<file path="config.mk">
export PLATFORM = sky130hd
export DESIGN_NAME = clause_bound_collector
export DESIGN_NICKNAME = d
export VERILOG_FILES = /design/src/rtl/clause_bound_collector_pkg.sv /design/src/rtl/clause_bound_update.sv /design/src/rtl/clause_bound_collector.sv
export SDC_FILE = /design/constraint.sdc
export NUM_CORES = 1
export LEC_CHECK = 0
export CORE_ASPECT_RATIO = 0.8
export CORE_MARGIN = 5
export CORE_UTILIZATION = 40
export CTS_BUF_LIST = sky130_fd_sc_hd__clkbuf_2 sky130_fd_sc_hd__clkbuf_4 sky130_fd_sc_hd__clkbuf_8
export DETAILED_ROUTE_END_ITERATION = 6
export GPL_TIMING_DRIVEN = 0
export HOLD_SLACK_MARGIN = 0.15
export SLEW_MARGIN = 10
export SYNTH_ARGS = -nofsm -noshare
export SYNTH_HDL_FRONTEND = slang
export SYNTH_SLANG_ARGS = --single-unit
</file>
<file path="constraint.sdc">
create_clock -name in_clk -period 3.7 [get_ports in_clk]
set_input_delay 0.925 -clock in_clk [delete_from_list [all_inputs] [get_ports in_clk]]
set_output_delay 0.925 -clock in_clk [all_outputs]
set_load 0.005 [all_outputs]
</file>
<file path="src/rtl/clause_bound_collector_pkg.sv">
// Shared definitions for the clause bound collector family.
//
// Contents:
//   state_e        - collector state encoding (IDLE / COLLECT / DONE)
//   DEFAULT_*      - default coefficient and clause-count widths
//   bound_w()      - width of a bound register for a given coefficient width
//   domain_min()   - most negative value of a W-bit signed coefficient
//   domain_max()   - most positive value of a W-bit signed coefficient
package clause_bound_collector_pkg;

  typedef enum logic [1:0] {
    ST_IDLE    = 2'd0,
    ST_COLLECT = 2'd1,
    ST_DONE    = 2'd2
  } state_e;

  localparam int DEFAULT_COEF_W  = 8;
  localparam int DEFAULT_COUNT_W = 4;

  // One extra bit lets -b be represented for b = -2^(W-1).
  function automatic int bound_w(input int coef_w);
    return coef_w + 1;
  endfunction

  function automatic int domain_min(input int coef_w);
    return -(1 << (coef_w - 1));
  endfunction

  function automatic int domain_max(input int coef_w);
    return (1 << (coef_w - 1)) - 1;
  endfunction

endpackage

</file>
<file path="src/rtl/clause_bound_update.sv">
// Combinational fold of one reduced clause into a feasible interval.
//
// Ports:
//   lower_i, upper_i  current bounds (W+1 signed)
//   infeasible_i      current sticky infeasible flag
//   bias_i            clause bias b (W signed)
//   sign_i            1: +y <= b (tightens upper), 0: -y <= b (tightens lower)
//   active_i          0: clause does not involve the variable, bounds pass through
//   lower_o, upper_o  bounds after applying the clause
//   infeasible_o      sticky flag recomputed from the updated bounds
module clause_bound_update
  import clause_bound_collector_pkg::*;
#(
  parameter int W = DEFAULT_COEF_W
) (
  input  logic signed [W:0]   lower_i,
  input  logic signed [W:0]   upper_i,
  input  logic                infeasible_i,
  input  logic signed [W-1:0] bias_i,
  input  logic                sign_i,
  input  logic                active_i,
  output logic signed [W:0]   lower_o,
  output logic signed [W:0]   upper_o,
  output logic                infeasible_o
);

  logic signed [W:0] bias_ext;
  logic signed [W:0] bias_neg;

  always_comb begin
    // Sign-extend first so the negation of -2^(W-1) lands on +2^(W-1).
    bias_ext = {bias_i[W-1], bias_i};
    bias_neg = -bias_ext;

    lower_o = lower_i;
    upper_o = upper_i;
    if (active_i) begin
      if (sign_i) begin
        if (bias_ext < upper_i) begin
          upper_o = bias_ext;
        end
      end else begin
        if (bias_neg > lower_i) begin
          lower_o = bias_neg;
        end
      end
    end

    infeasible_o = infeasible_i | (lower_o > upper_o);
  end

endmodule

</file>
<file path="src/rtl/clause_bound_collector.sv">
// Consumer end of the reduced-clause stream for one variable. Folds a pass of
// clauses (+/-)y <= b into an interval lower <= y <= upper and flags an empty
// interval.
//
// Ports:
//   in_clk, in_reset_n   clock (rising edge) and asynchronous active-low reset
//   in_start             one-cycle pulse: abort any pass and begin a new one
//   in_clause_valid      clause beat present
//   in_bias, in_sign     clause b and direction (1: +y <= b, 0: -y <= b)
//   in_active            clause involves this variable
//   in_last              final beat of the pass
//   out_ready            beats are accepted (COLLECT)
//   out_lower, out_upper current/final bounds (W+1 signed)
//   out_infeasible       lower > upper seen during this pass (sticky)
//   out_active_count     active clauses applied, saturating
//   out_done             result valid, held until the next in_start
module clause_bound_collector
  import clause_bound_collector_pkg::*;
#(
  parameter int MAXIMUM_BIT_WIDTH_OF_COEFFICIENT  = DEFAULT_COEF_W,
  parameter int MAXIMUM_BIT_WIDTH_OF_CLAUSE_COUNT = DEFAULT_COUNT_W
) (
  input  logic                                               in_clk,
  input  logic                                               in_reset_n,
  input  logic                                               in_start,
  input  logic                                               in_clause_valid,
  input  logic signed [MAXIMUM_BIT_WIDTH_OF_COEFFICIENT-1:0] in_bias,
  input  logic                                               in_sign,
  input  logic                                               in_active,
  input  logic                                               in_last,
  output logic                                               out_ready,
  output logic signed [MAXIMUM_BIT_WIDTH_OF_COEFFICIENT:0]   out_lower,
  output logic signed [MAXIMUM_BIT_WIDTH_OF_COEFFICIENT:0]   out_upper,
  output logic                                               out_infeasible,
  output logic [MAXIMUM_BIT_WIDTH_OF_CLAUSE_COUNT-1:0]       out_active_count,
  output logic                                               out_done
);

  localparam int W  = MAXIMUM_BIT_WIDTH_OF_COEFFICIENT;
  localparam int N  = MAXIMUM_BIT_WIDTH_OF_CLAUSE_COUNT;
  localparam int BW = bound_w(W);

  localparam logic signed [BW-1:0] LOWER_LIMIT = BW'(domain_min(W));
  localparam logic signed [BW-1:0] UPPER_LIMIT = BW'(domain_max(W));
  localparam logic [N-1:0]         COUNT_MAX   = '1;

  state_e               state_q;
  logic                 ready_q;
  logic                 done_q;
  logic                 infeasible_q;
  logic signed [BW-1:0] lower_q;
  logic signed [BW-1:0] upper_q;
  logic [N-1:0]         count_q;

  logic signed [BW-1:0] lower_d;
  logic signed [BW-1:0] upper_d;
  logic                 infeasible_d;
  logic [N-1:0]         count_d;
  logic                 accept;

  clause_bound_update #(
    .W(W)
  ) u_update (
    .lower_i      (lower_q),
    .upper_i      (upper_q),
    .infeasible_i (infeasible_q),
    .bias_i       (in_bias),
    .sign_i       (in_sign),
    .active_i     (in_active),
    .lower_o      (lower_d),
    .upper_o      (upper_d),
    .infeasible_o (infeasible_d)
  );

  // A start pulse wins over a beat in the same cycle; that beat is dropped.
  assign accept = (state_q == ST_COLLECT) && in_clause_valid && !in_start;

  always_comb begin
    count_d = count_q;
    if (in_active && (count_q != COUNT_MAX)) begin
      count_d = count_q + 1'b1;
    end
  end

  always_ff @(posedge in_clk or negedge in_reset_n) begin
    if (!in_reset_n) begin
      state_q      <= ST_IDLE;
      ready_q      <= 1'b0;
      done_q       <= 1'b0;
      infeasible_q <= 1'b0;
      lower_q      <= LOWER_LIMIT;
      upper_q      <= UPPER_LIMIT;
      count_q      <= '0;
    end else if (in_start) begin
      state_q      <= ST_COLLECT;
      ready_q      <= 1'b1;
      done_q       <= 1'b0;
      infeasible_q <= 1'b0;
      lower_q      <= LOWER_LIMIT;
      upper_q      <= UPPER_LIMIT;
      count_q      <= '0;
    end else begin
      case (state_q)
        ST_COLLECT: begin
          if (accept) begin
            lower_q      <= lower_d;
            upper_q      <= upper_d;
            infeasible_q <= infeasible_d;
            count_q      <= count_d;
            if (in_last) begin
              state_q <= ST_DONE;
              ready_q <= 1'b0;
              done_q  <= 1'b1;
            end
          end
        end
        ST_IDLE, ST_DONE: begin
          // Beats outside a pass are ignored.
        end
        default: begin
          state_q <= ST_IDLE;
          ready_q <= 1'b0;
          done_q  <= 1'b0;
        end
      endcase
    end
  end

  assign out_ready        = ready_q;
  assign out_done         = done_q;
  assign out_infeasible   = infeasible_q;
  assign out_lower        = lower_q;
  assign out_upper        = upper_q;
  assign out_active_count = count_q;

endmodule

</file>
==> impl_metrics.json, run 1 <==
{
  "boundaryPins": 40,
  "path_class": "in -> reg",
  "drive_above_1_share": 0.2708,
  "ys.flop_type": "dfrtp_1",
  "route.met3.wl_um": 378,
  "final_cell_mix": "nor2_1, clkdlybuf4s50_1, mux2i_1",
  "wl_um": 6772,
  "crit_chain": "buf_12, inv_8, ha_4, nor2b_4, nand2_4, xnor2_4, ha_4, a211oi_2, nor2_2, a2111oi_4, buf_6, mux2i_1, a22oi_1, o311ai_2, ha_1, o21ai_2, a21oi_2, o21ai_1, a21oi_1, o211ai_1, a21oi_1",
  "p_leak_nw": 1.530,
  "r2r-end": "out_infeasible",
  "hold_path_depth": 2,
  "worst_hold_slack_ns": 0.5255,
  "antenna_found_initial": 0,
  "cts_root_buffer": "clkbuf_8",
  "finish.net_count": 380,
  "worstPathBufferInverterCount": 3,
  "dieArea_um2": 7577,
  "met2_length_um": 3082,
  "synth_edf_count": 0,
  "cp.arrival_ns": 4.38,
  "hold-path-endpoint": "out_infeasible",
  "cts_tree": "done",
  "grt_pass1_wl_um": 11220,
  "rr_worst_depth": 16,
  "top_layer": "met4",
  "relSlewSlack": 0.5901,
  "clockBufferDepth": 2,
  "start_util": 0.4053,
  "drt_iter0_drc": 131,
  "viasPerCell": 5.353,
  "async_flop_share": 1.000,
  "yosysSeqAreaShare": 0.2686,
  "path_clk_slew_ns": 0.09,
  "holdCritPathClass": "reg -> reg",
  "dieHeight_um": 78.86,
  "ys.warnings.count": 0,
  "die_w_um": 96.08,
  "critPathTopFamily": "compound AO/OA/AOI/OAI gates",
  "max-vdd-ir-drop_mv": 0.1450,
  "critPathLaunch": "in_bias[0]",
  "drv_slew": 0,
  "ys_ff_latch": 25,
  "required_ns": 3.84,
  "grt_overflow": 0,
  "max-cap-violations": 0,
  "syn_area_um2": 2371,
  "worstMarginPinSlew_ns": 0.6148,
  "rr_startpoint": "out_lower[8]",
  "rsz0062_at_grt": "yes",
  "fin_util": 0.5797,
  "core_um2": 5849,
  "synthesis.nets": 313,
  "setup_viol": 1,
  "critical_path.endpoint_type": "flop",
  "min_period_ns": 4.238,
  "wl_met1_um": 3251,
  "rows": 25,
  "final_common_cell": "nor2_1",
  "clock_latency_ns": 0.29,
  "dp_hpwl_um": 4861,
  "slowest_stage": "a2111oi_4",
  "start_kind": "input port",
  "htreeDepth": 1,
  "power_density_nw_per_um2": 225.1,
  "wl_per_cell_um": 16.24,
  "fmax_mhz": 235.9,
  "hold_violations": 0,
  "gp_congestion": 0.8547,
  "setup_tns_ns": -0.5383,
  "status": "complete, but fails checks",
  "synth_cell_types": 45,
  "power_mw": 0.7634,
  "cts.sinks": 25,
  "cts_buffers": 3,
  "route.detailed.drc": 0,
  "cts-hold-fix-buffers": 0,
  "portBuffers": 38,
  "antenna_cells": 0,
  "postRouteAntennaNets": 0,
  "avgSynthCellArea_um2": 8.782,
  "area_growth_pct": 43.01,
  "synthCells": 270,
  "dr.pass1.iters": 4,
  "vias": 2232,
  "period_share": 1.145,
  "grt_max_degree": 26,
  "grtUsageTotal": 0.1890,
  "reg2reg_slack_ns": 0.22,
  "skew_ns": 0.01766,
  "failed_checks": "setup timing",
  "crit_fanout": 4,
  "worstHoldStart": "out_infeasible",
  "cpPeakStageDelay_ns": 0.47,
  "worst_slack_ns": -0.5383,
  "grt_pass1_vias": 2198
}
-- final cells by class --
type / instances / area, um2
Inverter: 22 / 102.6
Clock buffer: 3 / 41.29
Multi-Input combinational cell: 210 / 1827
Fill cell: 548 / 2459
Timing Repair Buffer: 62 / 576.8
Clock inverter: 1 / 8.758
Buffer: 13 / 96.34
Sequential cell: 25 / 636.9
Tap cell: 81 / 101.3
-- metrics by stage --
stage               cells  setup WS, ns  area (um2)
floorplan             270       -0.2819        2502
global route          417       -0.7777        3391
finish                417       -0.5383        3391
global placement      389        -1.589        2984
CTS                   410       -0.4487        3273
detailed placement    389        -1.591        2984
-- synthesized netlist by cell type (5+ instances only) --
library cell,n,area [um2]
dfstp_2,9,236.5
mux2i_1,27,270.3
nand2_1,12,45.04
nand4_1,5,31.28
inv_1,22,82.58
ha_1,28,350.3
nor2_1,35,131.4
a21oi_1,11,55.05
clkbuf_1,7,26.28
xnor2_1,5,43.79
dfrtp_1,16,400.4
nand3_1,10,50.05
nand2b_1,10,62.56
o21ai_0,10,50.05
nor3_1,7,35.03
-- state kept, by name, indices dropped and copies added (netlist names) --
name,flops
out_upper,9
out_infeasible,1
state_q,2
out_lower,9
out_active_count,4
-- report_power, final --
group | switching [mW] | internal, mW
registers | 0.00802 | 0.283
logic | 0.144 | 0.141
clock network | 0.108 | 0.0794
total | 0.260 | 0.503
-- kinds of logic (layout without fill, tap and decap cells) --
group                    after synthesis  after routing  share of synthesized area
AO/OA/AOI/OAI                         54             54                     0.1620
adder cells (fa/ha/maj)               28             28                     0.1478
AND/OR/NAND/NOR                       88             88                     0.1794
flip-flops                            25             25                     0.2686
buffers and inverters                 35            101                    0.07229
multiplexers                          30             30                     0.1298
XOR/XNOR                              10             10                    0.04011
-- tightest hold or removal path, delay by kind of cell (launching register included) --
kind / cells / cell delay [ns]
flip-flops: 1 / 0.39
buffers and inverters: 1 / 0.05
AO/OA/AOI/OAI: 1 / 0.05
-- worst max path at each step --
stage	end	cells past startpoint
CTS	out_infeasible	20
global placement	out_infeasible	21
global route	out_infeasible	21
finish	out_infeasible	21
detailed placement	out_infeasible	21
floorplan	out_infeasible	19
-- metal layers --
metal | up-vias | global-route usage
met5 | - | 0
met4 | 0 | 0.03551
met3 | 6 | 0.03598
met2 | 60 | 0.2860
met1 | 1069 | 0.2789
li1 | 1097 | -
-- repair_timing --
item / 4_1_cts / 5_1_grt
resized for setup: 59 / 12
pin swaps: 23 / 23
endpoints found under the setup margin: 10 / 1
setup buffers: 17 / 7
cloned: 0 / 0
Power figures use the tool's default switching activity.
==> run 2: changes to the inputs <==
Settings changed: CORE_MARGIN 5 to 3, RECOVER_POWER from default to 100, SLEW_MARGIN 10 to 0.
==> run 2 against run 1 <==
Against the previous run:
- the flow still finishes with violations (setup timing)
- critical path depth unchanged
- hold slack got worse by 0.0029 ns
- sequential cell count unchanged
- count of clock-buffer cells in the layout unchanged
- register-to-register slack improved by 0.11 ns
- combinational power decreased by 5%
- wire length decreased by 2.5%
- via count decreased by 1.7%
- critical endpoint unchanged
- largest cell class unchanged
==> impl_metrics.json, run 2 (synthesis gave the netlist of run 1 again) <==
{
  "cp_common_cell": "ha_4",
  "power_density_nw_per_um2": 225.0,
  "path_class": "in -> reg",
  "dieHeight_um": 74.86,
  "fin_cells": 409,
  "holdCritPathClass": "reg -> reg",
  "start_kind": "input port",
  "skew_ns": 0.008852,
  "worst_slack_ns": -0.4607,
  "grtUsageTotal": 0.1939,
  "final_common_cell": "nor2_1",
  "cp.arrival_ns": 4.37,
  "p_leak_nw": 1.522,
  "route.detailed.drc": 0,
  "dp_hpwl_um": 4776,
  "r2r-end": "out_infeasible",
  "drive_above_1_share": 0.2326,
  "status": "complete, but fails checks",
  "cts-hold-fix-buffers": 0,
  "failed_checks": "setup timing",
  "hold_violations": 0,
  "crit_chain": "buf_12, inv_8, ha_4, nor2b_4, nand2_2, xnor2_2, ha_4, a211oi_2, nor2_2, a2111oi_4, buf_4, o21ai_2, o211ai_1, mux2_4, ha_4, nand2b_4, a21oi_2, o21ai_1, a21oi_1, o211ai_1, a21oi_1",
  "critPathLaunch": "in_bias[0]",
  "worstMarginPinSlew_ns": 1.213,
  "dpl.cell_count": 386,
  "drv_slew": 0,
  "path_clk_slew_ns": 0.10,
  "cts_tree": "done",
  "core_um2": 5585,
  "boundaryPins": 40,
  "cts_buffers": 3,
  "max-cap-violations": 0,
  "die_w_um": 92.08,
  "clock_latency_ns": 0.28,
  "dieArea_um2": 6893,
  "critical_path.endpoint_type": "flop",
  "wl_per_cell_um": 16.15,
  "area_growth_pct": 39.05,
  "cpPeakStageDelay_ns": 0.36,
  "rows": 24,
  "drt_iter0_drc": 72,
  "finish.net_count": 375,
  "period_share": 1.125,
  "cts.sinks": 25,
  "cp-endpoint": "out_infeasible",
  "fin_area_um2": 3297,
  "gp_congestion": 0.8525,
  "start_util": 0.4245,
  "min_period_ns": 4.161,
  "portBuffers": 38,
  "grt_pass1_vias": 2061,
  "fmax_mhz": 240.3,
  "dpl_cell_area_um2": 2980,
  "crit_fanout": 4,
  "reg2reg_slack_ns": 0.33,
  "max-vdd-ir-drop_mv": 0.1401,
  "relSlewSlack": 0.1886,
  "grt_max_degree": 26,
  "rr_worst_depth": 16,
  "required_ns": 3.90,
  "slowest_stage": "a2111oi_4",
  "antenna_cells": 0,
  "wl_um": 6606,
  "rsz0062_at_grt": "yes",
  "setup_viol": 1,
  "vias": 2195,
  "viasPerCell": 5.367,
  "grt_pass1_wl_um": 10470,
  "final_cell_mix": "nor2_1, mux2i_1, ha_1",
  "clockBufferDepth": 2,
  "postRouteAntennaNets": 0,
  "cts_root_buffer": "clkbuf_8",
  "dr.pass1.iters": 4,
  "antenna_found_initial": 0,
  "htreeDepth": 1,
  "rr_startpoint": "out_lower[8]",
  "grt_overflow": 0
}
## run 2: changes by cell type in the layout (fill, tap and decap cells not counted), moves of 2 or more
cell,change
dlygate4sd3_1,+19
clkdlybuf4s50_1,-18
buf_4,-4
dfstp_1,+4
dfstp_2,-4
o21ai_1,+2
## run 2: cell type report
cell class | count | area [um2]
timing repair buffer | 57 | 525.5
multi-input combinational | 210 | 1797
sequential | 25 | 636.9
fill | 516 | 2288
clock buffer | 3 | 41.29
buffer | 13 | 88.84
clock inverter | 1 | 7.507
inverter | 22 | 102.6
tap | 78 | 97.59
## run 2: critical path: cells and delay by family
kind,cells,cell delay (ns)
AO/OA/AOI/OAI,9,1.40
adder cells (fa/ha/maj),3,0.67
AND/OR/NAND/NOR,4,0.43
buffers and inverters,3,0.35
multiplexers,1,0.35
XOR/XNOR,1,0.22
## run 2: worst min path at each step
stage,to,from,slack [ns],cells after the start
final,out_infeasible,out_infeasible,0.52,2
after global routing,out_infeasible,out_infeasible,0.54,2
after CTS,out_infeasible,out_infeasible,0.53,2
after detailed placement,out_infeasible,out_infeasible,0.52,2
after global placement,out_infeasible,out_infeasible,0.51,2
after floorplan,out_upper[3],out_upper[3],0.51,2
## run 2: timing repair
| item | in CTS | in global routing |
|---|---|---|
| pin swaps | 22 | 21 |
| resized for setup | 55 | 9 |
| setup endpoints to repair | 10 | 1 |
| endpoints found under the hold margin | 0 | 0 |
| setup buffers | 14 | 5 |
## run 2: routing by layer
layer  global-route usage  wire length [um]
met4              0.03295                30
met1               0.2727              3307
met2               0.3188              3017
met3              0.03696               251
met5                    0                 0
## run 2: power breakdown
| group | total [mW] | switching [mW] | internal [mW] |
|---|---|---|---|
| clock | 0.181 | 0.105 | 0.0767 |
| combinational | 0.271 | 0.142 | 0.128 |
| sequential | 0.290 | 0.00763 | 0.282 |
## run 2: through the flow
stage	TNS [ns]	utilization	hold WS (ns)	power (mW)	setup WS, ns
floorplan	-0.2819	-	0.5114	0.4405	-0.2819
global placement	-7.177	0.5336	0.5082	0.5247	-1.603
detailed placement	-7.482	0.5336	0.5182	0.5274	-1.649
CTS	-0.4435	0.5755	0.5290	0.7376	-0.4435
global route	-0.6284	0.5903	0.5425	0.7861	-0.6284
finish	-0.4607	0.5903	0.5227	0.7418	-0.4607
